**src/rtl/sha_round_stage.sv**
```systemverilog
// SHA-256 compression stage: runs ROUNDS rounds, one per clock, on a captured
// working state and schedule window, then publishes the result with en_next.
module sha_round_stage #(
   parameter int ROUNDS     = 16,
   parameter int ROUND_BASE = 0,
   parameter bit FINAL_ADD  = 1'b0
) (
   input  logic                 clk,
   input  logic                 reset,
   input  logic                 en,
   input  logic [ROUNDS*32-1:0] Win,
   input  logic [255:0]         Sin,
   input  logic [255:0]         Hin,
   output logic [255:0]         Sout,
   output logic [255:0]         Hout,
   output logic                 busy,
   output logic                 en_next
);

   typedef enum logic [1:0] {IDLE, RUN, DONE} state_t;

   localparam logic [5:0] LAST_CNT = 6'(ROUNDS - 1);
   localparam logic [5:0] BASE_IDX = 6'(ROUND_BASE);

   localparam logic [31:0] K_ROM [0:63] = '{
      32'h428a2f98, 32'h71374491, 32'hb5c0fbcf, 32'he9b5dba5,
      32'h3956c25b, 32'h59f111f1, 32'h923f82a4, 32'hab1c5ed5,
      32'hd807aa98, 32'h12835b01, 32'h243185be, 32'h550c7dc3,
      32'h72be5d74, 32'h80deb1fe, 32'h9bdc06a7, 32'hc19bf174,
      32'he49b69c1, 32'hefbe4786, 32'h0fc19dc6, 32'h240ca1cc,
      32'h2de92c6f, 32'h4a7484aa, 32'h5cb0a9dc, 32'h76f988da,
      32'h983e5152, 32'ha831c66d, 32'hb00327c8, 32'hbf597fc7,
      32'hc6e00bf3, 32'hd5a79147, 32'h06ca6351, 32'h14292967,
      32'h27b70a85, 32'h2e1b2138, 32'h4d2c6dfc, 32'h53380d13,
      32'h650a7354, 32'h766a0abb, 32'h81c2c92e, 32'h92722c85,
      32'ha2bfe8a1, 32'ha81a664b, 32'hc24b8b70, 32'hc76c51a3,
      32'hd192e819, 32'hd6990624, 32'hf40e3585, 32'h106aa070,
      32'h19a4c116, 32'h1e376c08, 32'h2748774c, 32'h34b0bcb5,
      32'h391c0cb3, 32'h4ed8aa4a, 32'h5b9cca4f, 32'h682e6ff3,
      32'h748f82ee, 32'h78a5636f, 32'h84c87814, 32'h8cc70208,
      32'h90befffa, 32'ha4506ceb, 32'hbef9a3f7, 32'hc67178f2
   };

   state_t               state_q, state_d;
   logic [5:0]           cnt_q, cnt_d;
   logic [ROUNDS*32-1:0] wbuf_q, wbuf_d;
   logic [255:0]         work_q, work_d;
   logic [255:0]         chain_q, chain_d;
   logic [255:0]         sout_q, sout_d;
   logic [255:0]         hout_q, hout_d;
   logic                 busy_q, busy_d;
   logic                 enNext_q, enNext_d;

   logic [5:0]           kIdx;
   logic [255:0]         roundOut;
   logic [255:0]         finalSum;

   function automatic logic [31:0] rotr(input logic [31:0] x, input int n);
      return (x >> n) | (x << (32 - n));
   endfunction

   function automatic logic [255:0] shaRound(input logic [255:0] s,
                                             input logic [31:0]  k,
                                             input logic [31:0]  w);
      logic [31:0] a, b, c, d, e, f, g, h;
      logic [31:0] bigS0, bigS1, ch, maj, t1, t2;
      {a, b, c, d, e, f, g, h} = s;
      bigS1 = rotr(e, 6) ^ rotr(e, 11) ^ rotr(e, 25);
      ch    = (e & f) ^ (~e & g);
      t1    = h + bigS1 + ch + k + w;
      bigS0 = rotr(a, 2) ^ rotr(a, 13) ^ rotr(a, 22);
      maj   = (a & b) ^ (a & c) ^ (b & c);
      t2    = bigS0 + maj;
      return {t1 + t2, a, b, c, d + t1, e, f, g};
   endfunction

   // The window is consumed from the low end, so the current W is always
   // the bottom word and no wide read mux is needed.
   assign kIdx     = BASE_IDX + cnt_q;
   assign roundOut = shaRound(work_q, K_ROM[kIdx], wbuf_q[31:0]);

   always_comb begin
      for (int i = 0; i < 8; i++) begin
         finalSum[i*32 +: 32] = work_q[i*32 +: 32] + chain_q[i*32 +: 32];
      end
   end

   always_comb begin
      state_d  = state_q;
      cnt_d    = cnt_q;
      wbuf_d   = wbuf_q;
      work_d   = work_q;
      chain_d  = chain_q;
      sout_d   = sout_q;
      hout_d   = hout_q;
      busy_d   = busy_q;
      enNext_d = 1'b0;
      case (state_q)
         IDLE: begin
            if (en) begin
               wbuf_d  = Win;
               work_d  = Sin;
               chain_d = Hin;
               cnt_d   = '0;
               busy_d  = 1'b1;
               state_d = RUN;
            end
         end
         RUN: begin
            work_d = roundOut;
            wbuf_d = wbuf_q >> 32;
            if (cnt_q == LAST_CNT) begin
               cnt_d   = '0;
               state_d = DONE;
            end else begin
               cnt_d = cnt_q + 6'd1;
            end
         end
         DONE: begin
            sout_d   = FINAL_ADD ? finalSum : work_q;
            hout_d   = chain_q;
            enNext_d = 1'b1;
            busy_d   = 1'b0;
            state_d  = IDLE;
         end
         default: state_d = IDLE;
      endcase
   end

   always_ff @(posedge clk or negedge reset) begin
      if (!reset) begin
         state_q  <= IDLE;
         cnt_q    <= '0;
         wbuf_q   <= '0;
         work_q   <= '0;
         chain_q  <= '0;
         sout_q   <= '0;
         hout_q   <= '0;
         busy_q   <= 1'b0;
         enNext_q <= 1'b0;
      end else begin
         state_q  <= state_d;
         cnt_q    <= cnt_d;
         wbuf_q   <= wbuf_d;
         work_q   <= work_d;
         chain_q  <= chain_d;
         sout_q   <= sout_d;
         hout_q   <= hout_d;
         busy_q   <= busy_d;
         enNext_q <= enNext_d;
      end
   end

   assign Sout    = sout_q;
   assign Hout    = hout_q;
   assign busy    = busy_q;
   assign en_next = enNext_q;

endmodule
```
**config.mk**
```make
export PLATFORM = sky130hd
export DESIGN_NAME = sha_round_stage
export DESIGN_NICKNAME = d
export VERILOG_FILES = /design/src/rtl/sha_round_stage.sv
export SDC_FILE = /design/constraint.sdc
export NUM_CORES = 2
export LEC_CHECK = 0
export CAP_MARGIN = 10
export CORE_AREA = 2 2 600 602
export CTS_BUF_LIST = sky130_fd_sc_hd__clkbuf_4 sky130_fd_sc_hd__clkbuf_8 sky130_fd_sc_hd__clkbuf_16
export DETAILED_ROUTE_END_ITERATION = 10
export DIE_AREA = 0 0 602 604
export MAX_ROUTING_LAYER = met4
export PLACE_DENSITY = 0.43
export SYNTH_ARGS = -nofsm -noshare
export SYNTH_HDL_FRONTEND = slang
export SYNTH_SLANG_ARGS = --single-unit
```
**constraint.sdc**
```tcl
create_clock -name clk -period 10.45 [get_ports clk]
set_input_delay 1.045 -clock clk [delete_from_list [all_inputs] [get_ports clk]]
set_output_delay 1.045 -clock clk [all_outputs]
set_load 0.03 [all_outputs]
```
# Word level (Yosys, flattened, before mapping)
# Memories as Yosys holds them, arrays and structs flattened.
# Cells that the tools add are included.
# W data, S select, Z words.
# word_totals
output_inout_bits	514
input_bits	1027
mem_count	1
romBits	2048
register_bits	1546
# memory_table
memory	depth	word_bits	rd	rd_clocked_by_memory_dff	write_ports	line	text
(no name shown)	64	32	1	0	0	80	assign roundOut = shaRound(work_q, K_ROM[kIdx], wbuf_q[31:0]);
# classes
n_eq_ne	5
reduce_logical	7
n_bitwise	20
mux	15
n_lt_le_gt_ge	1
add_sub_neg	8
# op_table
operator	count
$pmux W512 S2	1
$mux W512	1
$pmux W256 S2	1
$mux W256	1
$add A32 B32 Y32	7
$xor A32 B32 Y32	7
$and A32 B32 Y32	5
$mux W32	2
$not A32 Y32	1
$or A10 B32 Y32	1
$or A19 B32 Y32	1
$or A21 B32 Y32	1
$or A26 B32 Y32	1
$or A30 B32 Y32	1
$or A7 B32 Y32	1
$mux W6	2
$pmux W6 S2	1
$reduce_and A2 Y1	4
$ge A7 B7 Y1 const B	1
$not A6 Y7	1
$add A6 B1 Y6 const B	1
$eq A6 B4 Y1 const B	1
$mux W2	2
$ne A2 B2 Y1 const B	2
7 further kinds	9

# Depth between registers and ports, before layout
# depth
ltp_word	9
depth_mapped	41

# Least setup slack after synthesis
# No wires, ideal clock.
# synth_path
path_type	register to register
startpoint	register cnt_q[1]
endpoint	register work_q[255]
t_required_ps	10332
stages_incl_launch_ff	41
t_arrival_ps	8576
slack_ps	1755
path_cell_list	dfrtp_1 clkbuf_1 inv_1 clkbuf_1 ha_1 clkbuf_1 o21ai_0 and2_1 a2111oi_0 nor2_1 o21ai_0 o31ai_1 fa_1 fa_1 fa_1 inv_1 ha_1 a21oi_1 [... 5 more ...] a21o_1 and2_1 o21ai_0 nand2b_1 xnor2_1 fa_1 inv_1 ha_1 clkbuf_1 a21o_1 a21oi_1 a21o_1 o311a_1 a311oi_1 a221o_1 a21oi_1 xnor3_1 a21o_1
# synth_via
elab_chain_len	8
# synth_lines
item	line	text
start: declaration	45	logic [5:0] cnt_q, cnt_d;
start signal: assignment	143	cnt_q <= cnt_d;
$not A6 Y7 (not written as such)	80	
$mem_v2 Z64 W32	n/a	
$mux W32 (not written as such) (2 in series)	80	
$add A32 B32 Y32 (2 in series)	70	t1 = h + bigS1 + ch + k + w;
$add A32 B32 Y32	74	return {t1 + t2, a, b, c, d + t1, e, f, g};
$pmux W256 S2	98	case (state_q)
end signal: assignment	145	work_q <= work_d;
end: declaration	47	logic [255:0] work_q, work_d;
# Every way passes these cells. The select of a mux whose other input is x is not followed.
# A chain may end at the register's enable or synchronous reset.

# Final worst setup path
# layout_path
startpoint	register cnt_q[1]
endpoint	register work_q[252]
# The elaborated chain is that of the path after synthesis.

==> reports/results.ini <==
[logic_synthesis]
yosys.area_share.simple_pct=24.2
postSynthCellCount=9019
synth_area_um2=75000
synthTopCellsByArea=dfrtp_1 52%, nand2_1 19%, a31oi_1 6.0%, nor2_1 4.0%, fa_1 3.3%
ys_warn_count=0
synthMuxAreaShare_pct=0.706
synth-adder-area-share_pct=5.22
ys_types=88
syn_nets=10300
synth_compound_area_share_pct=11.3
synth_edf_count=0
yosysTopAreaCellShare_pct=51.6
synth_xor_area_share_pct=2.59
async_reset_ff_share_pct=100
synth_top_family_by_area=simple AND/OR/NAND/NOR gates
synth_largest_area_cell=dfrtp_1
seq_area_frac_synth_pct=51.6
yosys_most_used_dff=dfrtp_1
synth_seq_cells=1546
syn_avg_cell_area_um2=8.31

[timing]
final_max_slew_viol_count=0
worstMarginPinSlew_ns=1.20
skew_ns=0.0603
hold_ws_ns=0.129
fin_crit_sh_pct=92.3
relSlewSlack_pct=20.2
fin_setup_tns_ns=0
fmax_mhz=104
period_needed_ns=9.65
rsz0062_at_grt=false
hold_violations=0
finalSetupViolCount=0

[setup_path]
path_class=flip-flop to flip-flop
cp_slowest_stage_delay_ns=0.68
arrival_ns=10.46
cp.buffers_inverters=7
critPathLaunchType=flip-flop
worst-path-stages=36
slowest_stage=a2111oi_0
critical-path-top-delay-family=compound AO/OA/AOI/OAI gates
crit_required_ns=11.26
critPathCaptureType=flip-flop
crit_fanout=11
reg2regPathDepth=36

[global_routing]
grt_usage_pct=22.1
overflow=0
grt_first_pass_wirelength_um=559000
grt_max_degree=186
antenna_found_initial=124
first_global_vias=70100

[routing]
routedWlPerCell_um=26.3
route.detailed.drc=0
dr_total_vias=69100
vias_per_cell=4.52
dr.first_iter.drc_count=5631
drtAntennaViolNets=0
drt_wl_total_um=402000
first_pass_iters=6

[clocking]
clk_latency_ns=0.89
cts_resized=0
cts_buffers=193
clockBufferDepth=4
root_buffer=clkbuf_16
clkSinkCount=1546
cts_setup_buffers=0
cts_hold_buf=0
h-tree-depth=4
clkTransAtPathRegs_ns=0.06
cts_tree=built

[final_layout]
drive_gt1_share_pct=5.41
n_fill_cell=38400
final_cell_area_um2=102000
fin_nets=11600
syn_to_final_growth_pct=36.7
layout.cells.non_filler=15300

[placement]
placed_area_um2=95400
gp_congestion=0.916
io_buffers=1540
dp.cells=14900
place.detailed.hpwl_um=309000

[floorplan]
die-area_um2=364000
fp.dieH_um=604
die_w_um=602
start_util_pct=21.0
io_pins=1541
core_um2=358000
rows=220

[flow_run]
maxCapViolations=0

[outcome]
status=finished, final reports clean

[hold_path]
hold_class=primary input to asynchronous set/reset pin

[cell type report]
class	instances	area (µm²)	share of cell area [%]
diodes	100	250	0.244
flip-flops and latches	1546	38700	37.8
well taps	4773	5970	5.83
multi-input cells	6603	33000	32.2
repair buffers	1706	16800	16.4
clock inverters	72	1050	1.03
clock buffers	267	5710	5.57
inverters	241	912	0.890
[flip-flops by register name (all words and copies together) (netlist names)]
name / flops
Hout: 256
Sout: 256
busy: 1
chain_q: 256
cnt_q: 6
en_next: 1
state_q: 2
wbuf_q: 512
work_q: 256
[logic make-up (layout without fill, tap and decap cells)]
kind of cell               Yosys count  in the layout
buffers and inverters              870           2286
AOI/OAI and AO/OA                 1352           1352
DFF                               1546           1546
and+or+nand+nor                   4750           4750
xor gates and xnor gates           219            219
adders and majority gates          238            238
other                                0            100
muxes                               44             44
[worst paths after layout]
| check | to | from | slack [ns] |
|---|---|---|---|
| max | work_q[252] | cnt_q[1] | 0.80 |
| max reg2reg | work_q[252] | cnt_q[1] | 0.80 |
| min reg2reg | Hout[252] | chain_q[252] | 0.44 |
| min | Sout[106] | reset | 0.13 |
| max in group asynchronous | wbuf_q[203] | reset | 7.59 |
| min in group clk | Hout[252] | chain_q[252] | 0.44 |
[cells in the mapped netlist, types with 16 or more instances]
master	number
ha_1	111
a21o_1	75
o22ai_1	37
o31ai_1	16
nand2_1	3823
inv_1	239
xnor2_1	123
dfrtp_1	1546
fa_1	125
a21oi_1	161
nor3_1	26
o21ai_0	199
xor2_1	94
nand2b_1	22
nor2_1	790
buf_1	19
clkbuf_1	601
nand3_1	25
a31oi_1	715
o211ai_1	20
mux2i_1	27
[layer usage]
layer | part of all wire, % | up-vias | global-route usage (%)
li1 | - | 31800 | -
met1 | 40 | 34600 | 25.8
met2 | 49 | 2237 | 36.9
met3 | 7.1 | 460 | 5.75
met4 | 3.4 | 0 | 7.15
met5 | 0 | - | -
[layout by cell type (no fill, tap or decap), types with 29 or more instances in the layout]
| master | netlist | layout |
|---|---|---|
| fa_1 | 125 | 125 |
| clkdlybuf4s50_1 | 0 | 1539 |
| inv_1 | 239 | 239 |
| nor2_1 | 790 | 789 |
| nand2_1 | 3823 | 3822 |
| diode_2 | 0 | 100 |
| o21ai_0 | 199 | 199 |
| buf_4 | 3 | 153 |
| clkbuf_16 | 0 | 197 |
| dfrtp_1 | 1546 | 1543 |
| a31oi_1 | 715 | 715 |
| o22ai_1 | 37 | 37 |
| xor2_1 | 94 | 94 |
| clkbuf_4 | 0 | 29 |
| xnor2_1 | 123 | 123 |
| a21o_1 | 75 | 75 |
| ha_1 | 111 | 111 |
| a21oi_1 | 161 | 161 |
| clkbuf_8 | 0 | 41 |
[per-stage QoR]
step           utilization [%]  setup slack [ns]
4_1_cts                   28.6             0.778
5_1_grt                   28.6             0.185
2_1_floorplan                -              1.76
3_3_place_gp              26.7             0.807
6_report                  28.7             0.801
3_5_place_dp              26.7             0.854
Power is left out: the tool's default activity adds up to more than one toggle a clock period on the data nets, which glitch-free logic cannot reach.
